[config.mk]
export PLATFORM = sky130hd
export DESIGN_NAME = hsv_frame_ctrl
export DESIGN_NICKNAME = d
export VERILOG_FILES = /design/src/rtl/hsv_frame_ctrl.sv
export SDC_FILE = /design/constraint.sdc
export NUM_CORES = 1
export LEC_CHECK = 0
export CORE_ASPECT_RATIO = 1.2
export CORE_MARGIN = 1
export CORE_UTILIZATION = 30
export CTS_CLUSTER_DIAMETER = 150
export DETAILED_ROUTE_END_ITERATION = 16
export DONT_BUFFER_PORTS = 1
export SLEW_MARGIN = 25
export SYNTH_ARGS = -nofsm -noshare
export SYNTH_HDL_FRONTEND = slang
export SYNTH_SLANG_ARGS = --single-unit
export TNS_END_PERCENT = 20
[constraint.sdc]
create_clock -name clk -period 7.8 [get_ports clk]
set_input_delay 0.78 -clock clk [delete_from_list [all_inputs] [get_ports clk]]
set_output_delay 0.78 -clock clk [all_outputs]
set_load 0.1 [all_outputs]
[src/rtl/hsv_frame_ctrl.sv]
// Frame sequencer for the rgb2hsv core: streams every pixel of the source RAM
// through the core under a valid handshake and writes each result to the sink RAM.
module hsv_frame_ctrl #(
  parameter int WIDTH   = 100,
  parameter int HEIGHT  = 100,
  parameter int DATA_W  = 32,
  parameter int ADDR_W  = 14,
  parameter int TIMEOUT = 63
) (
  input  logic                  clk,
  input  logic                  rst,
  input  logic                  start,
  input  logic                  abort,
  output logic                  busy,
  output logic                  done,
  output logic                  error,
  output logic [ADDR_W:0]       pix_count,
  output logic                  rd_en,
  output logic [ADDR_W-1:0]     rd_addr,
  input  logic [3*DATA_W-1:0]   rd_data,
  output logic                  core_valid_in,
  output logic [DATA_W-1:0]     core_r,
  output logic [DATA_W-1:0]     core_g,
  output logic [DATA_W-1:0]     core_b,
  input  logic [DATA_W-1:0]     core_h,
  input  logic [DATA_W-1:0]     core_s,
  input  logic [DATA_W-1:0]     core_v,
  input  logic                  core_valid_out,
  output logic                  wr_en,
  output logic [ADDR_W-1:0]     wr_addr,
  output logic [3*DATA_W-1:0]   wr_data
);

  localparam int NPIX = WIDTH * HEIGHT;
  localparam int TW   = $clog2(TIMEOUT + 1);
  localparam logic [ADDR_W-1:0] LAST_ADDR = ADDR_W'(NPIX - 1);
  localparam logic [ADDR_W:0]   NPIX_CNT  = (ADDR_W+1)'(NPIX);
  localparam logic [TW-1:0]     TMO_MAX   = TW'(TIMEOUT);

  typedef enum logic [2:0] {
    S_IDLE, S_FETCH, S_LOAD, S_WAIT, S_WRITE, S_DRAIN, S_DONE, S_ERR
  } state_t;

  state_t            state;
  logic [ADDR_W-1:0] addr;
  logic [TW-1:0]     tmo;

  // Outputs are registered on entry to the state that owns them.
  always_ff @(posedge clk or posedge rst) begin
    if (rst) begin
      state         <= S_IDLE;
      addr          <= '0;
      tmo           <= '0;
      busy          <= 1'b0;
      done          <= 1'b0;
      error         <= 1'b0;
      pix_count     <= '0;
      rd_en         <= 1'b0;
      rd_addr       <= '0;
      core_valid_in <= 1'b0;
      core_r        <= '0;
      core_g        <= '0;
      core_b        <= '0;
      wr_en         <= 1'b0;
      wr_addr       <= '0;
      wr_data       <= '0;
    end else begin
      rd_en <= 1'b0;
      wr_en <= 1'b0;
      done  <= 1'b0;
      if (abort && state != S_IDLE) begin
        state         <= S_IDLE;
        busy          <= 1'b0;
        core_valid_in <= 1'b0;
      end else begin
        case (state)
          S_IDLE: if (start && !abort) begin
            error     <= 1'b0;
            pix_count <= '0;
            addr      <= '0;
            rd_addr   <= '0;
            rd_en     <= 1'b1;
            busy      <= 1'b1;
            state     <= S_FETCH;
          end
          S_FETCH: state <= S_LOAD;
          S_LOAD: begin
            core_r        <= rd_data[3*DATA_W-1:2*DATA_W];
            core_g        <= rd_data[2*DATA_W-1:DATA_W];
            core_b        <= rd_data[DATA_W-1:0];
            core_valid_in <= 1'b1;
            tmo           <= '0;
            state         <= S_WAIT;
          end
          S_WAIT: begin
            if (core_valid_out) begin
              wr_data       <= {core_h, core_s, core_v};
              wr_addr       <= addr;
              wr_en         <= 1'b1;
              core_valid_in <= 1'b0;
              if (pix_count != NPIX_CNT) pix_count <= pix_count + 1'b1;
              state         <= S_WRITE;
            end else if (tmo == TMO_MAX) begin
              error         <= 1'b1;
              core_valid_in <= 1'b0;
              state         <= S_ERR;
            end else begin
              tmo <= tmo + 1'b1;
            end
          end
          S_WRITE: begin
            tmo   <= '0;
            state <= S_DRAIN;
          end
          // A valid_out left high from this pixel must fall before the next fetch.
          S_DRAIN: begin
            if (!core_valid_out) begin
              if (addr == LAST_ADDR) begin
                done  <= 1'b1;
                busy  <= 1'b0;
                state <= S_DONE;
              end else begin
                addr    <= addr + 1'b1;
                rd_addr <= addr + 1'b1;
                rd_en   <= 1'b1;
                state   <= S_FETCH;
              end
            end else if (tmo == TMO_MAX) begin
              error <= 1'b1;
              state <= S_ERR;
            end else begin
              tmo <= tmo + 1'b1;
            end
          end
          S_DONE: state <= S_IDLE;
          S_ERR: begin
            busy  <= 1'b0;
            state <= S_IDLE;
          end
          default: state <= S_IDLE;
        endcase
      end
    end
  end

endmodule

==> Word level (Yosys, flattened, before mapping) <==
Index checks and enable logic that the tools add are counted.
{ "classes": {"shifts": 0, "muxes": 45, "order_cmp": 0, "n_mul": 0, "addsub": 3, "n_bitwise": 1, "n_reduce_logical": 21, "n_eq_ne": 21, "div": 0} }
{ "ops": {"columns": ["operator", "n"], "rows": [
  ["$mux 15", 3],
  ["$mux 14", 3],
  ["$pmux 15 s2", 1],
  ["$pmux 14 s2", 1],
  ["$mux 1", 22],
  ["$pmux 3 s7", 1],
  ["$mux 3", 6],
  ["$mux 6", 3],
  ["$pmux 6 s3", 1],
  ["$add 15x1->15 const B", 1],
  ["$ne 15x14->1 const B", 1],
  ["$reduce_and 5->1", 3],
  ["$add 14x1->14 const B", 1],
  ["$eq 14x14->1 const B", 1],
  ["$ne 2x2->1 const B", 7],
  ["$eq 3x3->1 const B", 4],
  ["$reduce_bool 3->1", 4],
  ["$ne 3x3->1 const B", 3],
  ["$reduce_and 4->1", 2],
  ["$add 6x1->6 const B", 1],
  ["$eq 3x2->1 const B", 2],
  ["$eq 6x6->1 const B", 1],
  ["$pmux 1 s3", 2],
  ["$ne 4x4->1 const B", 1],
  ["other kinds (11)", 16]
]} }
{ "totals": {"ramBits": 0, "inputBits": 197, "latch_bits": 0, "ff_bits": 250, "romBits": 0, "word_cells": 106, "memories": 0} }

==> Depth between registers and ports, before layout <==
Gate-level depths: netlist of run 1.
{ "logic_depth": {"ltp_word": 5, "depth_mapped": 7, "depth_no_buf": 6} }

==> Worst setup path after synthesis of run 1 <==
OpenSTA, ideal clock, no wires.
{ "synth_path": {"path_type": "register to register", "from": "register addr[0]", "to": "register busy", "setup_ps": 126, "required_time_ps": 7674, "path_stages_with_launch": 6, "synth_period_minus_slack_ps": 2541, "setup_slack_ps": 5259, "t_arrival_ps": 2415, "path_buffers": 0, "path_cell_list": "dfrtp_1 > ha_1 > nand4b_1 > nor4b_4 > nand3_1 > a221o_1"} }
{ "synth_between": {"elab_chain_len": 3} }
{ "synth_lines": {"columns": ["item", "line", "rtl"], "rows": [
  ["start: declaration", "45", "logic [ADDR_W-1:0] addr;"],
  ["start signal: assignment", "123", "addr <= addr + 1'b1;"],
  ["$eq 14x14->1", "118", "if (addr == LAST_ADDR) begin"],
  ["$ne 3x3->1 (no source line)", null, null],
  ["$reduce_and 4->1 (no source line)", null, null],
  ["end signal: assignment", "83", "busy <= 1'b1;"],
  ["end signal: assignment", "120", "busy <= 1'b0;"],
  ["end signal: assignment", "137", "busy <= 1'b0;"],
  ["end: declaration", "14", "output logic busy,"]
]} }
Every way passes these cells.
A chain may end at the register's enable or synchronous reset.

==> Final worst setup path of run 1 <==
{ "layout_path": {"from": "register state[1]", "to": "register wr_data[38]"} }
{ "layout_between": {"elab_chain_len": 4, "word_cells_on_any_way": 5, "classes_between": "1 x eq/ne; 1 x bitwise; 3 x reduce/logical"} }
{ "layout_lines": {"columns": ["item", "line", "rtl"], "rows": [
  ["start: declaration", "44", "state_t state;"],
  ["start signal: assignment", "51", "state <= S_IDLE;"],
  ["start signal: assignment", "72", "state <= S_IDLE;"],
  ["start signal: assignment", "84", "state <= S_FETCH;"],
  ["$reduce_bool 3->1", "71", "if (abort && state != S_IDLE) begin"],
  ["$logic_and 1x1->1", "71", null],
  ["$not 1->1 (no source line)", null, null],
  ["$reduce_and 3->1 (no source line) *", null, null],
  ["end signal: assignment", "97", "wr_data <= {core_h, core_s, core_v};"],
  ["end: declaration", "31", "output logic [3*DATA_W-1:0] wr_data"]
]} }
Every way passes the cells marked *; elsewhere a longest branch is shown, timed or not.

==> impl_metrics.py, run 1 <==
metrics = {
    "run_status": {
        "status": "completed",
    },
    "power_and_ir_drop": {
        "switching_share_pct": 53.2,
        "power_mw": 5.30,
        "ir_drop_mv": 0.234,
        "pwr-share-comb_pct": 6.0,
        "p_switching_mw": 2.81,
        "p_seq_share_pct": 69.6,
        "clkPwrFrac_pct": 24.5,
        "power_leakage_nw": 5.33,
        "intPower_mw": 2.48,
        "powerDensity_nw_per_um2": 450,
    },
    "place": {
        "post_dp_cell_area_um2": 10900,
        "pre_cts_ws_ps": 4470,
        "place_congestion": 0.806,
        "dp_hpwl_um": 19300,
        "port_buffers": 0,
    },
    "grt": {
        "grt_overflow": 0,
        "grt_pass1_vias": 5904,
        "antenna_found_initial": 4,
        "grt_max_degree": 127,
        "grt_pass1_wl_um": 37000,
        "grt_util_all_layers_pct": 13.9,
    },
    "sta": {
        "min_period_over_period_pct": 42.2,
        "fmax_mhz": 304,
        "whs_ps": 227,
        "fin_crit_ps": 3290,
        "slew_headroom_pct": 22.6,
        "setup_tns_ps": 0,
        "finalHoldViolations": 0,
        "setup_ws_ps": 4510,
        "rsz0062_at_grt": "false",
        "setup_violations": 0,
        "slew_viol_final": 0,
        "finClkSkew_ps": 14.7,
        "tightest_slew_ps": 1160,
    },
    "synth": {
        "ys_ff_latch": 250,
        "synth_top_area_share_pct": 60.1,
        "yosys.cell_count.top_type": "dfrtp_1",
        "yosysTopAreaCell": "dfrtp_1",
        "synthDistinctLibCells": 64,
        "synthFlopType": "dfrtp_1",
        "syn_inst": 732,
        "seq_area_frac_synth_pct": 60.1,
        "synth_edf_count": 0,
        "synthArstFlopShare_pct": 100,
        "ys_top_cells_by_area": "dfrtp_1, mux2_2, mux2_1",
        "syn_nets": 933,
        "synth_commonest_cells": "dfrtp_1, mux2_2, mux2_1, nand2_1, o21ai_0",
        "avgSynthCellArea_um2": 14.2,
        "yosysWarnings": 0,
        "syn-cell-area_um2": 10400,
    },
    "routing": {
        "via_count": 6037,
        "drtIter0Drc": 375,
        "wirelength_um": 26400,
        "dr.pass1.iters": 4,
        "ant_nets": 0,
        "route.detailed.wl_per_inst_um": 21.8,
        "vias_per_cell": 4.99,
        "drcViolationCount": 0,
    },
    "critical_path": {
        "reg2reg_slack_ps": 4510,
        "reg2reg_to": "wr_data[38]$_DFFE_PP0P_",
        "r2r_start": "state[1]$_DFFE_PP0N_",
        "crit_path_end_kind": "register",
        "rr_worst_depth": 5,
        "worstSetupPathType": "reg -> reg",
        "cp.arrival_ps": 3700,
        "required_ps": 8210,
        "crit_path_start_kind": "register",
        "worstPathMaxFanout": 57,
    },
    "floorplan": {
        "die-area_um2": 35400,
        "fp.dieW_um": 172,
        "initial_core_util_pct": 30.5,
        "fp.dieH_um": 206,
        "ios": 438,
        "coreArea_um2": 34100,
        "num_rows": 74,
    },
    "clock_network": {
        "postCtsHoldBufs": 0,
        "cts_tree": "done",
        "path_clk_slew_ps": 70,
        "clock_path_buffers": 3,
        "clk_latency_ps": 530,
        "clockRootBuffer": "clkbuf_16",
        "post_cts_buffers": 0,
        "numCtsBuffers": 26,
        "htree_levels": 1,
        "clock-sinks": 250,
        "post_cts_resize_count": 0,
    },
    "final_layout": {
        "drive_gt1_share_pct": 27.1,
        "nNetsFinal": 933,
        "syn2layout_area_growth_pct": 13.2,
        "final_area_um2": 11800,
    },
    "run": {
        "max-cap-violations": 0,
    },
    "hold_path": {
        "hp-class": "in -> async",
    },
}
## worst max-delay path by stage
stage | to | start | cells past startpoint
6_report | wr_data[38]$_DFFE_PP0P_ | state[1]$_DFFE_PP0N_ | 5
5_1_grt | wr_data[83]$_DFFE_PP0P_ | state[1]$_DFFE_PP0N_ | 5
4_1_cts | wr_data[83]$_DFFE_PP0P_ | state[1]$_DFFE_PP0N_ | 5
3_5_place_dp | wr_data[83]$_DFFE_PP0P_ | state[1]$_DFFE_PP0N_ | 5
3_3_place_gp | wr_data[95]$_DFFE_PP0P_ | state[1]$_DFFE_PP0N_ | 5
2_1_floorplan | addr[0]$_DFFE_PP0P_ | rst | 1
## routing by layer
metal,global-route usage [%],part of all wire (%)
met4,5.15,2.7
met1,15.2,36
met2,24.1,51
met5,0,0
met3,5.32,11
## cell type report
type / count / area (um2)
inverters: 15 / 63.8
fillers: 3339 / 22300
multi-input cells: 429 / 3870
repair buffers: 10 / 87.6
clock inverters: 11 / 124
flip-flops and latches: 250 / 6260
well taps: 456 / 571
diodes: 2 / 5.00
clock buffers: 37 / 783
## critical path, stage by stage, from the launching register on
cell      delay (ps)
dfrtp_1          850
nand3b_1         350
nor3_4           190
buf_4            620
buf_4            690
mux2_1           390
## cell usage in the layout, fill, tap and decap left out, types with 9 or more instances in the layout
cell type / count
nor2_1: 11
o21ai_0: 21
mux2i_1: 12
mux2_1: 89
dfrtp_1: 243
nand3_1: 14
inv_1: 14
or3_1: 11
clkbuf_16: 27
a21oi_1: 17
nand2_1: 28
mux2_2: 118
buf_4: 9
## state kept, by name, summed over array words and instances (netlist names)
| register | cells |
|---|---|
| wr_data | 96 |
| core_b | 32 |
| core_g | 32 |
| core_r | 32 |
| pix_count | 15 |
| addr | 14 |
| wr_addr | 14 |
| tmo | 6 |
| state | 3 |
| busy | 1 |
| core_valid_in | 1 |
| done | 1 |
| error | 1 |
| rd_en | 1 |
| wr_en | 1 |
## power groups by stage
| stage | Clock (mW) | Sequential (mW) | Combinational (mW) |
|---|---|---|---|
| 2_1_floorplan | 0 | 3.62 | 0.283 |
| 3_3_place_gp | 0 | 3.72 | 0.305 |
| 3_5_place_dp | 0 | 3.72 | 0.323 |
| 4_1_cts | 1.34 | 3.69 | 0.326 |
| 5_1_grt | 1.40 | 3.72 | 0.355 |
| 6_report | 1.30 | 3.68 | 0.317 |
## through the flow
| step | util [%] | instances |
|---|---|---|
| final | 34.6 | 1210 |
| after global routing | 34.6 | 1210 |
| after CTS | 34.5 | 1208 |
| after detailed placement | 31.9 | 1160 |
| after global placement | 31.8 | 1160 |
| after floorplan | - | 732 |
## cell families after synthesis
group	share of synthesized area, %
buffers and inverters	2.78
AO/OA/AOI/OAI	5.23
multiplexers	23.7
AND/OR/NAND/NOR	7.35
flip-flops	60.1
XOR/XNOR	0.337
adder cells (fa/ha/maj)	0.481
Power figures use the tool's default switching activity.
==> run 2: changes to the inputs <==
==> constraint.sdc (replaced) <==
create_clock -name clk -period 3.4 [get_ports clk]
set_input_delay 0.34 -clock clk [delete_from_list [all_inputs] [get_ports clk]]
set_output_delay 0.34 -clock clk [all_outputs]
set_load 0.1 [all_outputs]
==> run 2 against run 1 <==
Compared with the run above: sequential cell count stayed put; clock skew fell by 8.0 ps; maximum frequency is 27% higher; power up 140%; non-clock buffer count is 221 higher.
==> impl_metrics.py, run 2 (synthesis results as in run 1) <==
metrics = {
    "run_status": {
        "status": "completed",
    },
    "critical_path": {
        "reg2reg_slack_ps": 800,
        "required_ps": 3800,
        "rr_worst_depth": 4,
        "reg2reg_to": "wr_data[14]$_DFFE_PP0P_",
        "worstSetupEndpoint": "wr_data[14]$_DFFE_PP0P_",
        "crit_path_start_kind": "register",
        "crit_path_start": "state[1]$_DFFE_PP0N_",
        "crit_path_end_kind": "register",
        "worstPathMaxFanout": 62,
        "cp.arrival_ps": 3000,
        "r2r_start": "state[1]$_DFFE_PP0N_",
        "worstSetupPathType": "reg -> reg",
    },
    "sta": {
        "slew_headroom_pct": 31.3,
        "fmax_mhz": 385,
        "finalHoldViolations": 0,
        "whs_ps": 59.2,
        "slew_viol_final": 0,
        "setup_ws_ps": 803,
        "setup_violations": 0,
        "rsz0062_at_grt": "false",
        "fin_crit_ps": 2600,
        "finClkSkew_ps": 6.71,
        "min_period_over_period_pct": 76.4,
        "tightest_slew_ps": 1030,
        "setup_tns_ps": 0,
    },
    "clock_network": {
        "post_cts_resize_count": 0,
        "clockRootBuffer": "clkbuf_16",
        "htree_levels": 1,
        "cts_tree": "done",
        "clk_latency_ps": 530,
        "path_clk_slew_ps": 60,
        "clock-sinks": 250,
        "numCtsBuffers": 26,
        "clock_path_buffers": 3,
    },
    "final_layout": {
        "final_common_cell": "dfrtp_1",
        "syn2layout_area_growth_pct": 35.3,
        "drive_gt1_share_pct": 23.5,
        "nNetsFinal": 1154,
        "final_cell_mix": "dfrtp_1, dlygate4sd3_1, mux2_2",
        "largest_reg_flops": 96,
        "top_register": "wr_data",
        "num_antenna_cells": 0,
    },
    "run": {
        "max-cap-violations": 0,
    },
    "floorplan": {
        "coreArea_um2": 34100,
        "die-area_um2": 35400,
        "fp.dieW_um": 172,
        "ios": 438,
        "initial_core_util_pct": 30.5,
        "fp.dieH_um": 206,
        "num_rows": 74,
    },
    "grt": {
        "grt_max_degree": 78,
        "grt_overflow": 0,
        "antenna_found_initial": 0,
        "grt_pass1_vias": 7131,
        "grt_util_all_layers_pct": 15.3,
        "grt_pass1_wl_um": 41600,
    },
    "power_and_ir_drop": {
        "ir_drop_mv": 0.612,
        "power_leakage_nw": 6.36,
        "powerDensity_nw_per_um2": 906,
    },
    "routing": {
        "via_count": 6909,
        "dr.pass1.iters": 4,
        "ant_nets": 0,
        "drcViolationCount": 0,
        "wirelength_um": 29100,
        "route.detailed.wl_per_inst_um": 20.4,
        "drtIter0Drc": 290,
        "vias_per_cell": 4.83,
    },
    "place": {
        "place_congestion": 0.785,
        "dp_hpwl_um": 19900,
        "port_buffers": 0,
        "pre_cts_ws_ps": 806,
    },
    "hold_path": {
        "hp-class": "in -> reg",
    },
}
-- run 2: cell types whose count changed in the layout (fill, tap and decap cells not counted), moves of 4 or more --
cell,previous run,this run
dlygate4sd3_1,0,194
bufinv_16,2,8
buf_4,9,32
buf_12,1,5
-- run 2: where the power goes --
part           internal, mW  switching (mW)
registers              3.48            4.99
clock network          2.17            1.19
logic                 0.601           0.334
total                  6.25            6.51
-- run 2: worst min-delay path by stage --
| stage | start | endpoint | slack (ps) | cells past startpoint |
|---|---|---|---|---|
| 6_report | abort | tmo[2]$_DFFE_PP0P_ | 60 | 2 |
| 2_1_floorplan | tmo[4]$_DFFE_PP0P_ | tmo[4]$_DFFE_PP0P_ | 470 | 1 |
| 4_1_cts | abort | tmo[2]$_DFFE_PP0P_ | 20 | 2 |
| 5_1_grt | abort | error$_DFFE_PP0P_ | 40 | 2 |
| 3_3_place_gp | rst | core_b[10]$_DFFE_PP0P_ | 410 | 1 |
| 3_5_place_dp | rst | core_b[10]$_DFFE_PP0P_ | 410 | 1 |
-- run 2: layer usage --
metal | vias up | share of wire [%] | track usage (%)
met3 | 49 | 10 | 5.78
met2 | 293 | 50 | 26.6
li1 | 3097 | - | -
met1 | 3470 | 36 | 16.5
met5 | - | 0 | 0
met4 | 0 | 3.4 | 6.51
-- run 2: final cells by class --
class	instances	area, um2
multi-input cells	429	3870
flip-flops and latches	250	6260
well taps	456	571
fillers	3136	20000
repair buffers	231	2280
inverters	15	60.1
clock buffers	34	752
clock inverters	14	280
-- run 2: stage by stage --
stage	cells	area [um2]	total power [mW]	utilization (%)
6_report	1429	14100	12.8	41.3
5_1_grt	1429	14100	13.2	41.3
2_1_floorplan	732	10400	8.95	-
3_3_place_gp	1187	11100	9.22	32.6
3_5_place_dp	1187	11100	9.27	32.6
4_1_cts	1429	14100	12.9	41.3
-- run 2: worst max-delay path, cell delays in order, from the launching register on --
cell and delay (ps):
dfrtp_1 870, nand3b_1 370, nor3_4 440, buf_12 370, mux2_1 380
-- run 2: what timing repair did --
item                                   CTS  global route
setup buffers                            0             0
endpoints found under the hold margin  229             0
hold buffers                           194             0
